`src/rtl/ccff_ctrl_pkg.sv`:
```
// Shared types and helpers for the configuration-chain controller.
package ccff_ctrl_pkg;

  typedef enum logic [1:0] {
    IDLE,
    FETCH,
    SHIFT,
    DONE
  } state_e;

  localparam logic MODE_PROGRAM = 1'b0;
  localparam logic MODE_VERIFY  = 1'b1;

  // Width of a counter that runs 0..n-1, never narrower than one bit.
  function automatic int cnt_width(input int n);
    return (n <= 2) ? 1 : $clog2(n);
  endfunction

endpackage

```
`src/rtl/ccff_word_serializer.sv`:
```
// Holds one host word and presents it bit by bit, LSB first, with the reload handshake.
module ccff_word_serializer
  import ccff_ctrl_pkg::*;
#(
  parameter int WORD_W = 8
) (
  input  logic              clk_i,
  input  logic              rst_i,
  input  logic              fetch_i,
  input  logic              shift_i,
  input  logic              final_i,
  input  logic              valid_i,
  input  logic [WORD_W-1:0] word_i,
  output logic              ready_o,
  output logic              accept_o,
  output logic              bit_o,
  output logic              last_bit_o
);

  localparam int IdxW = cnt_width(WORD_W);

  logic [WORD_W-1:0] wordBuf_q;
  logic [IdxW-1:0]   bitIdx_q;

  // Ready while waiting for a word, or on the last bit of a word when the chain still needs more.
  assign last_bit_o = (bitIdx_q == IdxW'(WORD_W - 1));
  assign ready_o    = fetch_i | (shift_i & last_bit_o & ~final_i);
  assign accept_o   = ready_o & valid_i;
  assign bit_o      = wordBuf_q[bitIdx_q];

  always_ff @(posedge clk_i) begin
    if (rst_i) begin
      wordBuf_q <= '0;
      bitIdx_q  <= '0;
    end else if (accept_o) begin
      wordBuf_q <= word_i;
      bitIdx_q  <= '0;
    end else if (shift_i) begin
      bitIdx_q <= bitIdx_q + 1'b1;
    end
  end

endmodule

```
`src/rtl/ccff_chain_controller.sv`:
```
// Streams host words onto a configuration chain and, in verify mode, checks what falls out of the tail.
module ccff_chain_controller
  import ccff_ctrl_pkg::*;
#(
  parameter int CHAIN_LEN = 20,
  parameter int WORD_W    = 8
) (
  input  logic                           prog_clk,
  input  logic                           pReset,
  input  logic                           start,
  input  logic                           verify,
  input  logic [WORD_W-1:0]              din,
  input  logic                           din_valid,
  output logic                           din_ready,
  output logic                           ccff_head,
  output logic                           prog_clk_en,
  input  logic                           ccff_tail,
  output logic                           busy,
  output logic                           done,
  output logic                           err,
  output logic [$clog2(CHAIN_LEN+1)-1:0] err_count
);

  localparam int CntW = cnt_width(CHAIN_LEN);
  localparam int ErrW = $clog2(CHAIN_LEN + 1);

  state_e          state_q, state_d;
  logic [CntW-1:0] bitCnt_q, bitCnt_d;
  logic            verify_q, verify_d;
  logic            err_q, err_d;
  logic [ErrW-1:0] errCount_q, errCount_d;

  logic inShift, inFetch, finalBit, mismatch;
  logic wordAccept, serialBit, lastBit;

  assign inShift  = (state_q == SHIFT);
  assign inFetch  = (state_q == FETCH);
  assign finalBit = inShift && (bitCnt_q == CntW'(CHAIN_LEN - 1));

  ccff_word_serializer #(
    .WORD_W(WORD_W)
  ) u_serializer (
    .clk_i      (prog_clk),
    .rst_i      (pReset),
    .fetch_i    (inFetch),
    .shift_i    (inShift),
    .final_i    (finalBit),
    .valid_i    (din_valid),
    .word_i     (din),
    .ready_o    (din_ready),
    .accept_o   (wordAccept),
    .bit_o      (serialBit),
    .last_bit_o (lastBit)
  );

  // Head is forced low outside SHIFT so the pin is quiet whenever the chain is not clocked.
  assign ccff_head   = inShift & serialBit;
  assign prog_clk_en = inShift;
  assign busy        = inFetch | inShift;
  assign done        = (state_q == DONE);
  assign err         = err_q;
  assign err_count   = errCount_q;
  assign mismatch    = inShift && (verify_q == MODE_VERIFY) && (ccff_tail != ccff_head);

  always_ff @(posedge prog_clk) begin
    if (pReset) begin
      state_q    <= IDLE;
      bitCnt_q   <= '0;
      verify_q   <= MODE_PROGRAM;
      err_q      <= 1'b0;
      errCount_q <= '0;
    end else begin
      state_q    <= state_d;
      bitCnt_q   <= bitCnt_d;
      verify_q   <= verify_d;
      err_q      <= err_d;
      errCount_q <= errCount_d;
    end
  end

  always_comb begin
    state_d    = state_q;
    bitCnt_d   = bitCnt_q;
    verify_d   = verify_q;
    err_d      = err_q;
    errCount_d = errCount_q;
    unique case (state_q)
      IDLE, DONE: begin
        if (start) begin
          state_d    = FETCH;
          bitCnt_d   = '0;
          verify_d   = verify;
          err_d      = 1'b0;
          errCount_d = '0;
        end
      end
      FETCH: begin
        if (wordAccept) state_d = SHIFT;
      end
      SHIFT: begin
        bitCnt_d = bitCnt_q + 1'b1;
        if (mismatch) begin
          err_d = 1'b1;
          if (errCount_q != ErrW'(CHAIN_LEN)) errCount_d = errCount_q + 1'b1;
        end
        // A missing word on the last bit drops back to FETCH so the chain is never clocked on a stall.
        if (finalBit) state_d = DONE;
        else if (lastBit && !wordAccept) state_d = FETCH;
      end
      default: state_d = IDLE;
    endcase
  end

endmodule

```
`config.mk`:
```
export PLATFORM = sky130hd
export DESIGN_NAME = ccff_chain_controller
export DESIGN_NICKNAME = d
export VERILOG_FILES = /design/src/rtl/ccff_ctrl_pkg.sv /design/src/rtl/ccff_word_serializer.sv /design/src/rtl/ccff_chain_controller.sv
export SDC_FILE = /design/constraint.sdc
export NUM_CORES = 1
export LEC_CHECK = 0
export CAP_MARGIN = 20
export CORE_MARGIN = 10
export CORE_UTILIZATION = 50
export DETAILED_ROUTE_END_ITERATION = 6
export DONT_BUFFER_PORTS = 1
export PLACE_DENSITY = 0.66
export SETUP_SLACK_MARGIN = 0.5
export SLEW_MARGIN = 20
export SYNTH_ARGS = -nofsm -noshare
export SYNTH_HDL_FRONTEND = slang
export SYNTH_SLANG_ARGS = --single-unit
```
`constraint.sdc`:
```
create_clock -name prog_clk -period 4.94 [get_ports prog_clk]
set_input_delay 0.741 -clock prog_clk [delete_from_list [all_inputs] [get_ports prog_clk]]
set_output_delay 0.741 -clock prog_clk [all_outputs]
set_load 0.01 [all_outputs]
```
# Word-level counts from Yosys, hierarchy flattened
# Cells that the tools add are included.
totals:
  elab_cells: 59
  reg_bits: 25
op_classes:
  muxes: 15
  addsub: 3
  reduce_logical: 14
  n_eq_ne: 12
  magnitude_cmp: 1
  bitwise: 7
ops:
  columns: ["operator", "count"]
  rows:
  - ["5-bit case mux with 2 select lines", 2]
  - ["5-bit 2-to-1 mux", 3]
  - ["5-bit by 1-bit adder with 5-bit output, second input constant", 2]
  - ["2-bit 2-to-1 mux", 4]
  - ["2-bit by 1-bit != test with 1-bit output, second input constant", 3]
  - ["2-bit case mux with 3 select lines", 1]
  - ["3-bit AND reduction", 2]
  - ["5-bit == test, second input constant", 1]
  - ["5-bit != test, second input constant", 1]
  - ["1-bit AND", 4]
  - ["2-bit == test, second input constant", 2]
  - ["1-bit logical AND", 4]
  - ["3-bit by 4-bit less-than comparator with 1-bit output, second input constant", 1]
  - ["2-bit AND reduction", 2]
  - ["4-bit AND reduction", 1]
  - ["2-bit OR reduction", 2]
  - ["3-bit by 1-bit adder with 3-bit output, second input constant", 1]
  - ["1-bit binary-select mux with 3-bit select", 1]
  - ["3-bit == test, second input constant", 1]
  - ["1-bit 2-to-1 mux", 3]
  - ["3-bit by 1-bit != test with 1-bit output, second input constant", 1]
  - ["2-bit by 1-bit == test with 1-bit output, second input constant", 1]
  - ["2-bit zero test", 1]
  - ["2-bit != test, second input constant", 1]
  - ["other kinds (6)", 7]

# Depth between registers and ports, before layout
logic_depth:
  ltp_word: 11
  depth_mapped: 8

# Modules after synthesis
# Synthesis repeated with hierarchy kept, for this count alone.
hier_totals:
  hier_cells: 151
  area_unflattened_um2: 1408.9
modules_own_cells:
  columns: ["mod", "area_each_um2", "cells_per_inst", "instances", "seq_area_each_um2"]
  rows:
  - ["ccff_chain_controller", 823.3, 96, 1, 280.3]
  - ["ccff_word_serializer", 585.6, 55, 1, 220.2]

# Least setup slack after synthesis
# OpenSTA, ideal clock, no wires.
synth_timing:
  path_type: "register to output"
  start: "reg u_serializer.bitIdx_q[1]"
  end: "out ccff_head"
  slack_ns: 2.800
  path_stages_with_launch: 4
  required_ns: 4.199
  arrival_time_ns: 1.399
  path_cell_list: "dfxtp_1 -> mux4_1 -> mux2_4 -> and2_1"
synth_between:
  elab_chain_len: 3
synth_lines:
  columns: ["element", "line_no", "text"]
  rows:
  - ["from (decl)", "ccff_word_serializer.sv:23", "logic [IdxW-1:0] bitIdx_q;"]
  - ["from (signal assigned)", "ccff_word_serializer.sv:39", "bitIdx_q <= bitIdx_q + 1'b1;"]
  - ["1-bit binary-select mux with 3-bit select", "ccff_word_serializer.sv:29", "assign bit_o = wordBuf_q[bitIdx_q];"]
  - ["1-bit 2-to-1 mux (implied by the code)", "ccff_word_serializer.sv:29", null]
  - ["1-bit AND", "ccff_chain_controller.sv:57", "assign ccff_head = inShift & serialBit;"]
  - ["to (decl)", "ccff_chain_controller.sv:15", "output logic ccff_head,"]
# No other way between the ends. The select of a mux whose other input is x is not followed.

# Final worst setup path
# Ends and elaborated chain as after synthesis.

==> summary.md <==
| Metric | Value |
|---|---|
| Synthesized instance count | `~140` |
| Arrival time worst endpoint | `~1.8 ns` |
| Reg power frac | `0.617` |
| CTS Buf Count | `3` |
| Htree depth | `1` |
| RSZ-0062 raised after global routing | `no` |
| Vias in the first global route | `between 900 and 1000` |
| Clock tree buffer depth | `2` |
| Root Buffer | `clkbuf_4` |
| Largest net degree at the start of global routing | `27` |
| R2r worst-path depth | `7` |
| Clock share of power | `0.262` |
| Internal | `roughly 0.00026 W` |
| Clock Skew | `~0.010 ns` |
| DRC viols | `0` |
| Design Area, Final | `between 0.001 and 0.0015 mm^2` |
| CP max-delay cell | `mux4_1` |
| Sw Ratio | `0.255` |
| WL/cell | `15.5 um` |
| CTS Sinks | `25` |
| Placed Instance Area | `around 0.0013 mm^2` |
| Worst-margin pin slew | `0.580 ns` |
| Die H | `between 70 and 80 um` |
| Primary FF master, synth | `dfxtp_1` |
| Iter 0 DRT Violations | `between 100 and 150` |
| VDD IR max | `around 0.00022 V` |
| Most common cell after layout, fill and taps aside | `dfxtp_1` |
| Final Util | `0.543` |
| Chip width | `70.9 um` |
| Post_cts resized | `0` |
| Finish-stage setup viols | `0` |
| Global-route wire length before repair | `about 4400 um` |
| Most frequent cells in the layout | `25 x dfxtp_1, 19 x nor2_1, 12 x mux2i_1` |
| Fmax | `about 390 MHz` |
| Setup Buffers After CTS | `0` |
| CP max stage delay | `approximately 0.56 ns` |
| DIE AREA | `~0.005 mm^2` |
| PortBufs | `0` |
| Outcome | `finished clean` |
| Remaining antenna violation count | `0` |
| Fin Hold WS | `between 0.4 and 0.5 ns` |
| Worst Path Buf+Inv | `0` |
| Net Count, Synth | `about 160` |
| Core area | `~0.0025 mm^2` |
| Initial Util | `0.523` |
| Logic pwr share | `0.120` |
| Cell variety after synth | `37` |
| Required time of the worst setup path | `~4.2 ns` |
| Worst-Skew Late Latency | `about 0.32 ns` |
| Cell Area, Synth | `around 0.0013 mm^2` |
| Max cap viols | `0` |
| Minimum clock period | `between 2 and 3 ns` |
| Seq cells post-synth | `25` |
| Switching pwr | `0.0000874 W` |
| Hold path depth | `1` |
| Diode count | `0` |
| GRT Total Usage | `0.103` |
| Row count | `18` |
| Gpl congestion | `between 0.7 and 0.8` |
| Pwr Density | `approximately 250 mW/mm^2` |
| EDFF count, synth | `0` |
| Worst Setup End Kind | `output port` |
| Crit-path cells | `mux4_1 -> mux2_4 -> and2_1` |
| Share of layout cells above drive strength 1 | `0.0576` |
| Fin. max-slew vios | `0` |
| Clk slew on worst S/H paths | `roughly 0.14 ns` |
| Critical path depth | `3` |
| Async S/R FF share, synth | `0` |
| Static leakage | `0.530 nW` |
| Congestion Overflow GR | `0` |
| CTS tree | `yes` |
| Drt pass-1 iters | `4` |
| Setup CP Type | `reg -> out` |
| Sequential element share of the synthesized area | `0.386` |
| Routed WL | `approximately 2600 um` |
| Rel. slew slack | `0.613` |
| Fin. Hold Viols | `0` |
| # hold bufs at CTS | `0` |
| Crit Path Max Fanout | `4` |
| Synth Area per Inst | `9.33 um^2` |
| Warning count from the yosys run | `0` |
| Final period util | `0.516` |
| Area Overhead vs Synth | `3.76%` |
| Worst min-delay path category | `in -> reg` |
| Delay-heaviest family, CP | `multiplexers` |
| Vias per cell | `5.66` |
| Initial antenna violation count | `0` |
| Post-Route Setup TNS | `0 ns` |
| Dpl hpwl | `around 2000 um` |
| I/O Pins | `25` |
| Via count | `approximately 960` |
| Nets | `162` |
| CP startpoint kind | `register` |
[path summary, 6_finish.rpt]
kind                  end  slack [ns]                      from
max             ccff_head        2.39  u_serializer.bitIdx_q[1]
min              verify_q        0.47                    pReset
max reg2reg  err_count[2]        2.56                state_q[0]
min reg2reg    state_q[1]        0.49                state_q[1]
[metrics by stage]
step | setup WS, ns | cells | total power, W
after floorplan | 2.80 | 139 | 0.000252
after global placement | 2.73 | 165 | 0.000256
after detailed placement | 2.56 | 165 | 0.000258
after CTS | 2.36 | 169 | 0.000349
after global routing | 2.30 | 169 | 0.000361
final | 2.39 | 169 | 0.000343
[worst register-to-register path, delay by kind of cell, from the launching register on]
family	cells	cell delay, ns
adder cells (fa/ha/maj)	1	0.52
buffers and inverters	1	0.06
AND/OR/NAND/NOR	1	0.56
flip-flops	1	0.36
AO/OA/AOI/OAI	2	0.30
multiplexers	2	0.48
[cells in the mapped netlist, types with 2 or more instances]
master	count	share of area
nand2_1	10	0.029
nor2_1	19	0.055
nand3b_1	2	0.012
inv_1	10	0.029
nand4_1	2	0.0097
xnor2_1	2	0.014
nor3_1	4	0.015
ha_1	8	0.077
o21ai_0	2	0.0077
a21oi_1	5	0.019
a32oi_1	2	0.014
dfxtp_1	25	0.39
clkbuf_1	2	0.0058
mux2i_1	12	0.093
and2_1	2	0.0097
xor2_1	3	0.020
o41ai_1	2	0.014
nand3_1	5	0.019
nand2b_1	3	0.014
mux4_1	2	0.041
[power groups by stage]
stage                     clock network (W)  logic [W]  registers [W]
final                             0.0000897  0.0000413       0.000212
after global routing               0.000101  0.0000472       0.000213
after CTS                         0.0000952  0.0000419       0.000212
after detailed placement                  0  0.0000416       0.000216
after global placement                    0  0.0000400       0.000216
after floorplan                           0  0.0000372       0.000215
[state kept, by name, summed over array words and instances (netlist names)]
signal,count
bitCnt_q,5
err,1
err_count,5
state_q,2
u_serializer.bitIdx_q,3
u_serializer.wordBuf_q,8
verify_q,1
[metal layers]
| metal | up-vias | GRT usage | part of all wire |
|---|---|---|---|
| li1 | 489 | - | - |
| met1 | 447 | 0.116 | 0.43 |
| met2 | 19 | 0.178 | 0.49 |
| met3 | 2 | 0.0446 | 0.071 |
| met4 | 0 | 0.0194 | 0.0050 |
| met5 | - | 0 | 0 |
[layout make-up]
type | count | area (um^2)
clock buffers | 3 | 22.5
well taps | 30 | 37.5
inverters | 10 | 37.5
fillers | 246 | 1130
flip-flops and latches | 25 | 500
multi-input cells | 100 | 742
clock inverters | 1 | 5.00
[cell families (layout without fill, tap and decap cells)]
logic type,Yosys count,count (layout),share of synthesized area
muxes,16,16,0.162
DFF,25,25,0.386
xor gates and xnor gates,5,5,0.0338
and+or+nand+nor,54,54,0.209
buffers and inverters,14,14,0.0415
AOI/OAI and AO/OA,17,17,0.0907
adders and majority gates,8,8,0.0772
No activity file was read; power rests on OpenSTA's default activity.
